### config.mk
export PLATFORM = sky130hd
export DESIGN_NAME = dtree_feature_loader
export DESIGN_NICKNAME = d
export VERILOG_FILES = /design/src/rtl/dtree_pkg.sv /design/src/rtl/dtree_feature_loader.sv
export SDC_FILE = /design/constraint.sdc
export NUM_CORES = 1
export LEC_CHECK = 0
export BUFFER_PORTS_ARGS = -buffer_cell sky130_fd_sc_hd__buf_4
export CAP_MARGIN = 15
export CORE_MARGIN = 2
export CORE_UTILIZATION = 52
export CTS_CLUSTER_DIAMETER = 60
export DETAILED_ROUTE_END_ITERATION = 16
export GPL_TIMING_DRIVEN = 0
export PLACE_DENSITY = 0.75
export SYNTH_ARGS = -nofsm -noshare
export SYNTH_HDL_FRONTEND = slang
export SYNTH_SLANG_ARGS = --single-unit
### constraint.sdc
create_clock -name clk -period 1.92 [get_ports clk]
set_input_delay 0 -clock clk [delete_from_list [all_inputs] [get_ports clk]]
set_output_delay 0 -clock clk [all_outputs]
set_load 0.1 [all_outputs]
### src/rtl/dtree_pkg.sv
// Shared definitions for the decision-tree feature loader.
//  - loader FSM state encoding
//  - default frame geometry (features per frame, feature width, counter width)
//  - helper to size the slot index so that a single-feature frame still gets
//    a 1-bit index instead of a zero-width vector
package dtree_pkg;

  localparam int DEF_N_FEAT = 7;
  localparam int DEF_W      = 8;
  localparam int DEF_CNT_W  = 16;

  function automatic int idx_w(input int n);
    return (n > 1) ? $clog2(n) : 1;
  endfunction

  localparam int IDX_W = idx_w(DEF_N_FEAT);

  typedef enum logic [1:0] {
    LOAD  = 2'd0,
    FULL  = 2'd1,
    DRAIN = 2'd2
  } state_e;

endpackage

### src/rtl/dtree_feature_loader.sv
// dtree_feature_loader
//  Collects one feature per beat from a valid/ready stream into N_FEAT slots,
//  then presents the assembled vector on feat_flat (feature k at
//  feat_flat[k*W +: W]) with feat_valid high until feat_ack releases it.
//  Frames whose in_last does not land on beat N_FEAT are discarded and
//  reported with a one-cycle frame_err pulse.
// Ports
//  clk, rst_n            clock, asynchronous active-low reset
//  in_valid/in_ready     upstream handshake; in_data, in_last ride with it
//  feat_flat, feat_valid assembled frame and its qualifier
//  feat_ack              consumer release of the held frame
//  frame_err             registered single-cycle discard pulse
//  frame_cnt             delivered-frame count, wraps modulo 2^CNT_W
// Handshake: a beat moves on a rising edge where in_valid && in_ready.
//  in_ready is a pure decode of the state register and never looks at
//  in_valid, so the producer may hold in_valid high while waiting.
module dtree_feature_loader
  import dtree_pkg::*;
#(
  parameter int N_FEAT = DEF_N_FEAT,
  parameter int W      = DEF_W,
  parameter int CNT_W  = DEF_CNT_W
) (
  input  logic                clk,
  input  logic                rst_n,
  input  logic                in_valid,
  output logic                in_ready,
  input  logic [W-1:0]        in_data,
  input  logic                in_last,
  output logic [N_FEAT*W-1:0] feat_flat,
  output logic                feat_valid,
  input  logic                feat_ack,
  output logic                frame_err,
  output logic [CNT_W-1:0]    frame_cnt
);

  localparam int SLOT_IDX_W = idx_w(N_FEAT);
  localparam logic [SLOT_IDX_W-1:0] LAST_IDX = SLOT_IDX_W'(N_FEAT - 1);

  state_e                  state_q, state_d;
  logic [SLOT_IDX_W-1:0]   idx_q, idx_d;
  logic [W-1:0]            slots_q [N_FEAT];
  logic [W-1:0]            slots_d [N_FEAT];
  logic                    frame_err_q, frame_err_d;
  logic [CNT_W-1:0]        frame_cnt_q, frame_cnt_d;
  logic                    beat;

  assign in_ready   = (state_q != FULL);
  assign feat_valid = (state_q == FULL);
  assign beat       = in_valid && in_ready;
  assign frame_err  = frame_err_q;
  assign frame_cnt  = frame_cnt_q;

  // feat_flat comes straight from the slot registers, so nothing on in_data
  // can reach the tree combinationally.
  always_comb begin
    feat_flat = '0;
    for (int k = 0; k < N_FEAT; k++) begin
      feat_flat[k*W +: W] = slots_q[k];
    end
  end

  always_comb begin
    state_d     = state_q;
    idx_d       = idx_q;
    frame_err_d = 1'b0;
    frame_cnt_d = frame_cnt_q;
    for (int k = 0; k < N_FEAT; k++) begin
      slots_d[k] = slots_q[k];
    end

    unique case (state_q)
      LOAD: begin
        if (beat) begin
          // Write only the addressed slot; a short frame may leave older
          // values in higher slots, harmless since feat_valid stays low.
          for (int k = 0; k < N_FEAT; k++) begin
            if (idx_q == SLOT_IDX_W'(k)) slots_d[k] = in_data;
          end
          if (in_last) begin
            idx_d = '0;
            if (idx_q == LAST_IDX) state_d = FULL;
            else                   frame_err_d = 1'b1;
          end else if (idx_q == LAST_IDX) begin
            // Too many beats: flag once here, swallow the rest in DRAIN.
            frame_err_d = 1'b1;
            idx_d       = '0;
            state_d     = DRAIN;
          end else begin
            idx_d = idx_q + 1'b1;
          end
        end
      end
      FULL: begin
        if (feat_ack) begin
          state_d     = LOAD;
          frame_cnt_d = frame_cnt_q + 1'b1;
        end
      end
      DRAIN: begin
        if (beat && in_last) state_d = LOAD;
      end
      default: begin
        state_d = LOAD;
        idx_d   = '0;
      end
    endcase
  end

  always_ff @(posedge clk or negedge rst_n) begin
    if (!rst_n) begin
      state_q     <= LOAD;
      idx_q       <= '0;
      frame_err_q <= 1'b0;
      frame_cnt_q <= '0;
      for (int k = 0; k < N_FEAT; k++) begin
        slots_q[k] <= '0;
      end
    end else begin
      state_q     <= state_d;
      idx_q       <= idx_d;
      frame_err_q <= frame_err_d;
      frame_cnt_q <= frame_cnt_d;
      for (int k = 0; k < N_FEAT; k++) begin
        slots_q[k] <= slots_d[k];
      end
    end
  end

endmodule

==> out/results.tsv, run 1 <==
metric	value	unit
pin_count	88	
clk_pin_slew_worst_paths	0.08	ns
h-tree-depth	3	
grt_overflow	0	
cts_root_buf	clkbuf_8	
wire_per_inst	16.7	µm
dp_hpwl	4770	µm
grt_pass1_wl	11900	µm
antenna_cells	0	
clock_skew	0.00678	ns
fin_util	0.728	
slew_headroom	0.351	
synth_top_area_frac	0.589	
cp_slowest_cell	dfrtp_2	
syn_nets	257	
worstPathBufferInverterCount	2	
die_w	83.9	µm
dieArea	0.00703	mm²
grt_max_degree	79	
drc_errors	0	
antenna_found_initial	0	
syn2layout_area_growth	37.0	%
core-area	0.00624	mm²
synth_ff_type	dfrtp_1	
rows	29	
cts.sinks	78	
async_flop_share	1.00	
cts_tree	yes	
numPortBuffers	87	
syn_area	0.00332	mm²
drive_above_1_share	0.552	
vias_per_cell	5.27	
fmax	0.545	GHz
critPathMaxStageDelay	0.45	ns
synth_common_cells	78 x dfrtp_1, 57 x mux2_2, 12 x nand2_1, 12 x xnor2_1, 10 x nand3_1	
dr.pass1.iters	4	
synth_top_area_cell	dfrtp_1	
critical_path_arrival	2.06	ns
worstMarginPinSlew	0.974	ns
ys_top_cells_by_area	dfrtp_1 59%, mux2_2 19%, xnor2_1 3.2%	
yosysUniqueCellTypes	35	
first_global_vias	2374	
ys_ff_latch	78	
rsz0062_at_grt	false	
yosysWarnings	0	
yosysSeqAreaShare	0.589	
die_y	83.9	µm
fin_hold_ws	0.0423	ns
worst_setup_path_end_kind	flop	
synth.most_common_cell	dfrtp_1	
clock_latency	0.34	ns
critPathKind	reg2reg	
num_vias	2286	
start_util	0.531	
numCtsBuffers	9	
synth_edf_count	0	
crit_chain	ha_4 > buf_8 > nor2_4 > nand2_1 > nor3_4 > buf_4 > mux2_2	
min_period	1.83	ns
timing.final.crit_share	0.955	
drtIter0Drc	115	
hold_viol_final	0	
crit_fanout	9	
syn_inst	238	
place_congestion	0.821	
clock_path_buffers	2	
final_antenna_net_count	0	
min_path_type	in2reg	
place_area	0.00413	mm²
cp-start-kind	flop	
avgSynthCellArea	13.9	µm²
status	completed	
cp.required	2.15	ns
num-nets-final	371	
gr-usage-all-layers	0.216	
drv_cap	0	
wl	7260	µm
postLayoutCellArea	0.00454	mm²
setup_violations	0	
drv_slew	0	
crit_family	flip-flops	
final cells by class:
cell class,count,area (µm²)
Multi-Input combinational cell,146,1370
Clock buffer,10,128
Inverter,9,37.5
Sequential cell,78,1970
Timing Repair Buffer,103,823
Clock inverter,6,86.3
Tap cell,77,96.3
Fill cell,420,1700
Buffer,5,40.0
layout by cell type (no fill, tap or decap), drive strengths merged, types with 3 or more instances in the layout:
master,n
and2,3
nor3,5
buf,98
nand4,6
xor2,4
o21ai,3
ha,6
xnor2,12
inv,9
mux2,57
dlygate4sd3,10
nand2,12
nor2,7
nand3,10
dfrtp,78
clkbuf,10
path summary, 6_finish.rpt:
kind / from / endpoint / slack, ns / cells after the start
min in group asynchronous: rst_n / state_q[1]$_DFFE_PN0P_ / 0.34 / 2
max reg2reg: state_q[0]$_DFFE_PN0P_ / feat_flat[39]$_DFFE_PN0P_ / 0.09 / 7
max in group asynchronous: rst_n / frame_cnt[1]$_DFFE_PN0P_ / 0.86 / 2
min: in_valid / frame_err$_DFF_PN0_ / 0.04 / 3
max: state_q[0]$_DFFE_PN0P_ / feat_flat[39]$_DFFE_PN0P_ / 0.09 / 7
min reg2reg: frame_cnt[15]$_DFFE_PN0P_ / frame_cnt[15]$_DFFE_PN0P_ / 0.48 / 1
registers in the layout, summed over array words and instances (netlist names):
register and count:
feat_flat 56, frame_err 1, state_q 2, idx_q 3, frame_cnt 16
metrics by stage:
| step | TNS (ns) | setup WS, ns | std cells |
|---|---|---|---|
| 6_report | 0 | 0.0864 | 434 |
| 5_1_grt | 0 | 0.00848 | 434 |
| 4_1_cts | 0 | 0.0114 | 434 |
| 3_5_place_dp | -2.47 | -0.174 | 402 |
| 3_3_place_gp | -1.08 | -0.112 | 402 |
| 2_1_floorplan | -0.443 | -0.0795 | 238 |
worst register-to-register path: stages (launching register included):
cell	delay (ns)
dfrtp_2	0.45
ha_4	0.18
buf_8	0.14
nor2_4	0.15
nand2_1	0.12
nor3_4	0.18
buf_4	0.18
mux2_2	0.33
what timing repair did:
action	4_1_cts	5_1_grt
endpoints found under the hold margin	135	0
buffers inserted	6	0
endpoints found under the setup margin	39	50
pin swaps	3	3
gates resized for setup	2	5
hold buffers	10	0
metal layers:
metal / share of wire / track usage / vias up
li1: - / - / 1070
met2: 0.47 / 0.340 / 69
met5: 0 / 0 / -
met3: 0.067 / 0.0633 / 15
met4: 0.022 / 0.0880 / 0
met1: 0.44 / 0.283 / 1132
cells by family (layout without fill, tap and decap cells):
family / Yosys count / count (layout) / share of synthesized area
XOR/XNOR: 16 / 16 / 0.0423
AO/OA/AOI/OAI: 15 / 15 / 0.0328
adder cells (fa/ha/maj): 6 / 6 / 0.0226
multiplexers: 57 / 57 / 0.194
flip-flops: 78 / 78 / 0.589
buffers and inverters: 14 / 133 / 0.0200
AND/OR/NAND/NOR: 52 / 52 / 0.100
Power of run 1 is left out: the tool's default activity adds up to more than one toggle a clock period on the data nets, which glitch-free logic cannot reach.
==> run 2, diff against run 1 <==
==> constraint.sdc (replaced) <==
create_clock -name clk -period 1.92 [get_ports clk]
set_input_delay 0 -clock clk [delete_from_list [all_inputs] [get_ports clk]]
set_output_delay 0 -clock clk [all_outputs]
set_load 0.005 [all_outputs]
==> run 2 against run 1 <==
Compared with the run above: via count decreased by 0.74%; global-route usage is essentially flat; largest cell class unchanged; non-clock buffer count rose by 2; worst setup slack worse by 0.013 ns; highest routed layer unchanged; hold slack lost 0.0066 ns; register-to-register slack is essentially flat; critical path depth shrank 1.
==> out/results.tsv, run 2 (synthesis gave the netlist of run 1 again) <==
metric	value	unit
hp-start	in_valid	
setup_violations	0	
timing.final.crit_share	0.962	
report.power.total	5.25	mW
cts.sinks	78	
status	completed	
seq_area	0.00195	mm²
ir_worst_vdd	727	µV
min_path_type	in2reg	
h-tree-depth	3	
min_period	1.85	ns
fillCellCount	459	
die_w	83.9	µm
drv_cap	0	
grt_overflow	0	
worstMarginPinSlew	0.949	ns
start_util	0.531	
multi_input_area	0.00132	mm²
critPathKind	reg2reg	
cts_tree	yes	
clock_skew	0.00785	ns
p_leak	2.25	nW
cp-start-kind	flop	
worst_setup_path_end_kind	flop	
clock_latency	0.35	ns
antenna_found_initial	0	
cts_root_buf	clkbuf_8	
syn2layout_area_growth	34.5	%
place_congestion	0.779	
dp_hpwl	4720	µm
reg2reg_from	state_q[0]$_DFFE_PN0P_	
numPortBuffers	87	
grt_pass1_wl	11700	µm
drv_slew	0	
final_antenna_net_count	0	
slew_headroom	0.367	
first_global_vias	2367	
num_vias	2269	
hold_viol_final	0	
numCtsBuffers	9	
grt_max_degree	79	
cp.required	2.16	ns
power.density	1180	mW/mm²
num-nets-final	373	
antenna_cells	0	
wire_per_inst	16.3	µm
critical_path_arrival	2.08	ns
layout_commonest_cell	buf_4	
dieArea	0.00703	mm²
largest_register_ffs	56	
rows	29	
drive_above_1_share	0.511	
drtIter0Drc	65	
vias_per_cell	5.22	
dr.pass1.iters	4	
final_cell_mix	94 x buf_4, 78 x dfrtp_1, 57 x mux2_2, 12 x xnor2_1, 12 x nand2_1	
startpoint	state_q[0]$_DFFE_PN0P_	
rsz0062_at_grt	true	
pin_count	88	
wl	7070	µm
clk_pin_slew_worst_paths	0.07	ns
drc_errors	0	
crit_fanout	5	
fmax	0.542	GHz
clock_path_buffers	2	
die_y	83.9	µm
core-area	0.00624	mm²
fin_hold_ws	0.0356	ns
gr-usage-all-layers	0.217	
==> run 2: path summary, 6_finish.rpt <==
path,endpoint,slack (ns),depth (start not counted)
max,feat_flat[48]$_DFFE_PN0P_,0.07,6
min,frame_err$_DFF_PN0_,0.04,3
max reg2reg,feat_flat[48]$_DFFE_PN0P_,0.07,6
min reg2reg,frame_cnt[15]$_DFFE_PN0P_,0.47,1
max in group asynchronous,feat_flat[3]$_DFFE_PN0P_,0.97,2
min in group asynchronous,state_q[0]$_DFFE_PN0P_,0.35,2
==> run 2: where the power goes <==
| group | internal (mW) | total, mW | switching, mW |
|---|---|---|---|
| Sequential | 2.07 | 2.30 | 0.227 |
| Combinational | 1.02 | 1.71 | 0.687 |
| Clock | 0.665 | 1.24 | 0.577 |
==> run 2: metrics by stage <==
step / utilization / setup TNS (ns) / std cells / worst slack, ns / cell area [µm²]
2_1_floorplan: - / 0 / 238 / 0.194 / 3320
3_3_place_gp: 0.651 / -2.35 / 402 / -0.178 / 4070
3_5_place_dp: 0.651 / -3.60 / 402 / -0.251 / 4070
4_1_cts: 0.711 / 0 / 433 / 0.0223 / 4440
5_1_grt: 0.715 / -0.697 / 435 / -0.0542 / 4460
6_report: 0.715 / 0 / 435 / 0.0737 / 4460
==> run 2: routing by layer <==
metal  part of all wire  GRT usage
met5                  0          0
met2               0.46      0.332
met3              0.072     0.0772
met4              0.015     0.0792
met1               0.45      0.286
==> run 2: worst max-delay path, cell delays in order (launching register included) <==
cell     delay (ns)
dfrtp_1        0.41
inv_1          0.10
ha_1           0.19
nand2_1        0.19
nor4_4         0.28
buf_4          0.22
mux2_2         0.34
==> run 2: final cells by class <==
type                    count  share of cell area
inverters                   9             0.00757
flip-flops and latches     78               0.438
plain buffers               5             0.00729
multi-input cells         146               0.296
clock buffers              12              0.0348
repair buffers            105               0.186
clock inverters             3             0.00982
well taps                  77              0.0216
==> run 2: timing repair <==
action | 4_1_cts | 5_1_grt
hold buffers | 10 | 0
gates resized for setup | 7 | 2
endpoints found under the hold margin | 135 | 0
buffers inserted | 6 | 2
pin swaps | 3 | 4
endpoints found under the setup margin | 34 | 55
Note: power is estimated with default switching activity, not from simulation.
==> run 3, diff against run 2 <==
- BUFFER_PORTS_ARGS: -buffer_cell sky130_fd_sc_hd__buf_4 -> unset
- CORE_UTILIZATION: 52 -> 60
- DONT_BUFFER_PORTS: unset -> 1
- PLACE_DENSITY: 0.75 -> 0.72
==> run 3 against run 2 <==
Compared with the run above: critical path depth shrank 1; final cell count shrank 21%; count of clock-buffer cells in the layout stayed put; first-iteration DRC count is 130% higher; sequential share of layout area increased by 6.6 points; via count decreased by 14%; combinational power down 40%; clock power increased by 7%; worst setup slack lost 0.013 ns; highest routed layer unchanged.
==> out/results.tsv, run 3 (synthesis gave the netlist of run 1 again) <==
metric	value	unit
dieArea	0.00614	mm²
numPortBuffers	0	
grt_overflow	0	
place_area	0.00341	mm²
crit_fanout	8	
instances_no_fill	345	
dr.pass1.iters	4	
cp.required	2.14	ns
postLayoutCellArea	0.00387	mm²
start_util	0.613	
final_cell_mix	78 x dfrtp_1, 57 x mux2_2, 12 x xnor2_1, 12 x nand2_1, 12 x dlygate4sd3_1	
rsz0062_at_grt	true	
cts_tree	yes	
drv_cap	0	
crit_family	simple AND/OR/NAND/NOR gates	
cp-start-kind	flop	
layout_commonest_cell	dfrtp_1	
wl	6520	µm
worst_setup_path_end_kind	flop	
status	completed	
cts.sinks	78	
num_vias	1945	
reg2reg_depth	5	
fmax	0.538	GHz
dp_hpwl	4240	µm
regToRegEndpoint	feat_flat[41]$_DFFE_PN0P_	
place_congestion	0.852	
reg2reg_setup_slack	0.06	ns
clock_path_buffers	2	
h-tree-depth	3	
die_y	78.3	µm
numCtsBuffers	9	
p_leak	1.82	nW
worstPathBufferInverterCount	1	
wl_met2	3130	µm
die_w	78.3	µm
drc_errors	0	
hp-start	in_last	
whs_endpoint	state_q[1]$_DFFE_PN0P_	
crit_chain	inv_1 > ha_1 > and2_0 > nand4_2 > mux2_2	
antenna_cells	0	
drv_slew	0	
reg2reg_from	state_q[0]$_DFFE_PN0P_	
dp.cells	310	
critPathKind	reg2reg	
hold_depth	2	
final_antenna_net_count	0	
worstMarginPinSlew	0.396	ns
top_layer	met4	
syn2layout_area_growth	16.8	%
drtIter0Drc	150	
min_path_type	in2reg	
clk_pin_slew_worst_paths	0.08	ns
num-nets-final	288	
hold_viol_final	0	
pin_count	88	
met3_length	571	µm
largest_register_ffs	56	
fillCellCount	385	
grt_pass1_wl	10500	µm
wire_per_inst	18.9	µm
critPathMaxStageDelay	0.42	ns
antenna_found_initial	0	
critical_path_arrival	2.08	ns
cts_root_buf	clkbuf_8	
core-area	0.00541	mm²
setup_violations	0	
min_period	1.86	ns
cp_slowest_cell	dfrtp_1	
slew_headroom	0.736	
grt_max_degree	79	
rows	27	
first_global_vias	2039	
vias_per_cell	5.64	
ir_worst_vdd	745	µV
clock_latency	0.34	ns
startpoint	state_q[0]$_DFFE_PN0P_	
clock_skew	0.00836	ns
drive_above_1_share	0.352	
wl_met1	2710	µm
timing.final.crit_share	0.968	
gr-usage-all-layers	0.231	
power.density	1230	mW/mm²
[run 3: changes by cell type in the layout (fill, tap and decap cells not counted), sizes merged]
cell         before  now
buf             100   13
dlygate4sd3      10   12
bufinv            1    2
clkinv            2    1
[run 3: worst max-delay path by stage]
stage / slack [ns] / depth (start not counted) / endpoint
detailed placement: -0.14 / 5 / feat_flat[54]$_DFFE_PN0P_
finish: 0.06 / 5 / feat_flat[41]$_DFFE_PN0P_
global route: -0.07 / 5 / feat_flat[41]$_DFFE_PN0P_
CTS: 0.01 / 8 / feat_flat[34]$_DFFE_PN0P_
global placement: -0.11 / 5 / feat_flat[50]$_DFFE_PN0P_
floorplan: 0.19 / 6 / feat_flat[10]$_DFFE_PN0P_
[run 3: repair_timing]
| action | CTS | global route |
|---|---|---|
| setup buffers | 5 | 2 |
| gates resized for setup | 3 | 7 |
| endpoints found under the hold margin | 141 | 0 |
| hold buffers | 13 | 0 |
| pin swaps | 3 | 3 |
| setup endpoints to repair | 41 | 48 |
[run 3: worst register-to-register path: cells and delay by family, from the launching register on]
| family | cells | cell delay [ns] |
|---|---|---|
| fa+ha+maj | 1 | 0.19 |
| simple gates | 2 | 0.64 |
| flops | 1 | 0.42 |
| mux | 1 | 0.40 |
| buf+inv | 1 | 0.10 |
[run 3: metal layers]
metal  GRT usage  vias up
li1            -      900
met1       0.296      961
met2       0.358       73
met3      0.0851       11
met4      0.0947        0
met5           0        -
[run 3: layout make-up]
cell class / count / area (µm²) / share of cell area
buffer: 5 / 32.5 / 0.00840
clock buffer: 12 / 145 / 0.0375
clock inverter: 3 / 68.8 / 0.0178
inverter: 9 / 33.8 / 0.00872
multi-input combinational: 146 / 1320 / 0.342
sequential: 78 / 1950 / 0.504
tap: 72 / 90.1 / 0.0233
timing repair buffer: 20 / 228 / 0.0588
[run 3: through the flow]
| step | TNS (ns) | hold slack [ns] | power, mW | worst slack (ns) | util |
|---|---|---|---|---|---|
| after floorplan | 0 | -0.296 | 3.11 | 0.194 | - |
| after global placement | -2.07 | -0.294 | 3.31 | -0.105 | 0.630 |
| after detailed placement | -2.78 | -0.294 | 3.36 | -0.140 | 0.630 |
| after CTS | 0 | 0.0207 | 4.78 | 0.0139 | 0.710 |
| after global routing | -1.02 | 0.0344 | 5.04 | -0.0731 | 0.717 |
| final | 0 | 0.0275 | 4.76 | 0.0611 | 0.717 |
[run 3: power breakdown]
| group | internal, mW | total [mW] | switching, mW |
|---|---|---|---|
| clock network | 0.764 | 1.33 | 0.562 |
| registers | 2.08 | 2.41 | 0.335 |
| logic | 0.549 | 1.02 | 0.473 |
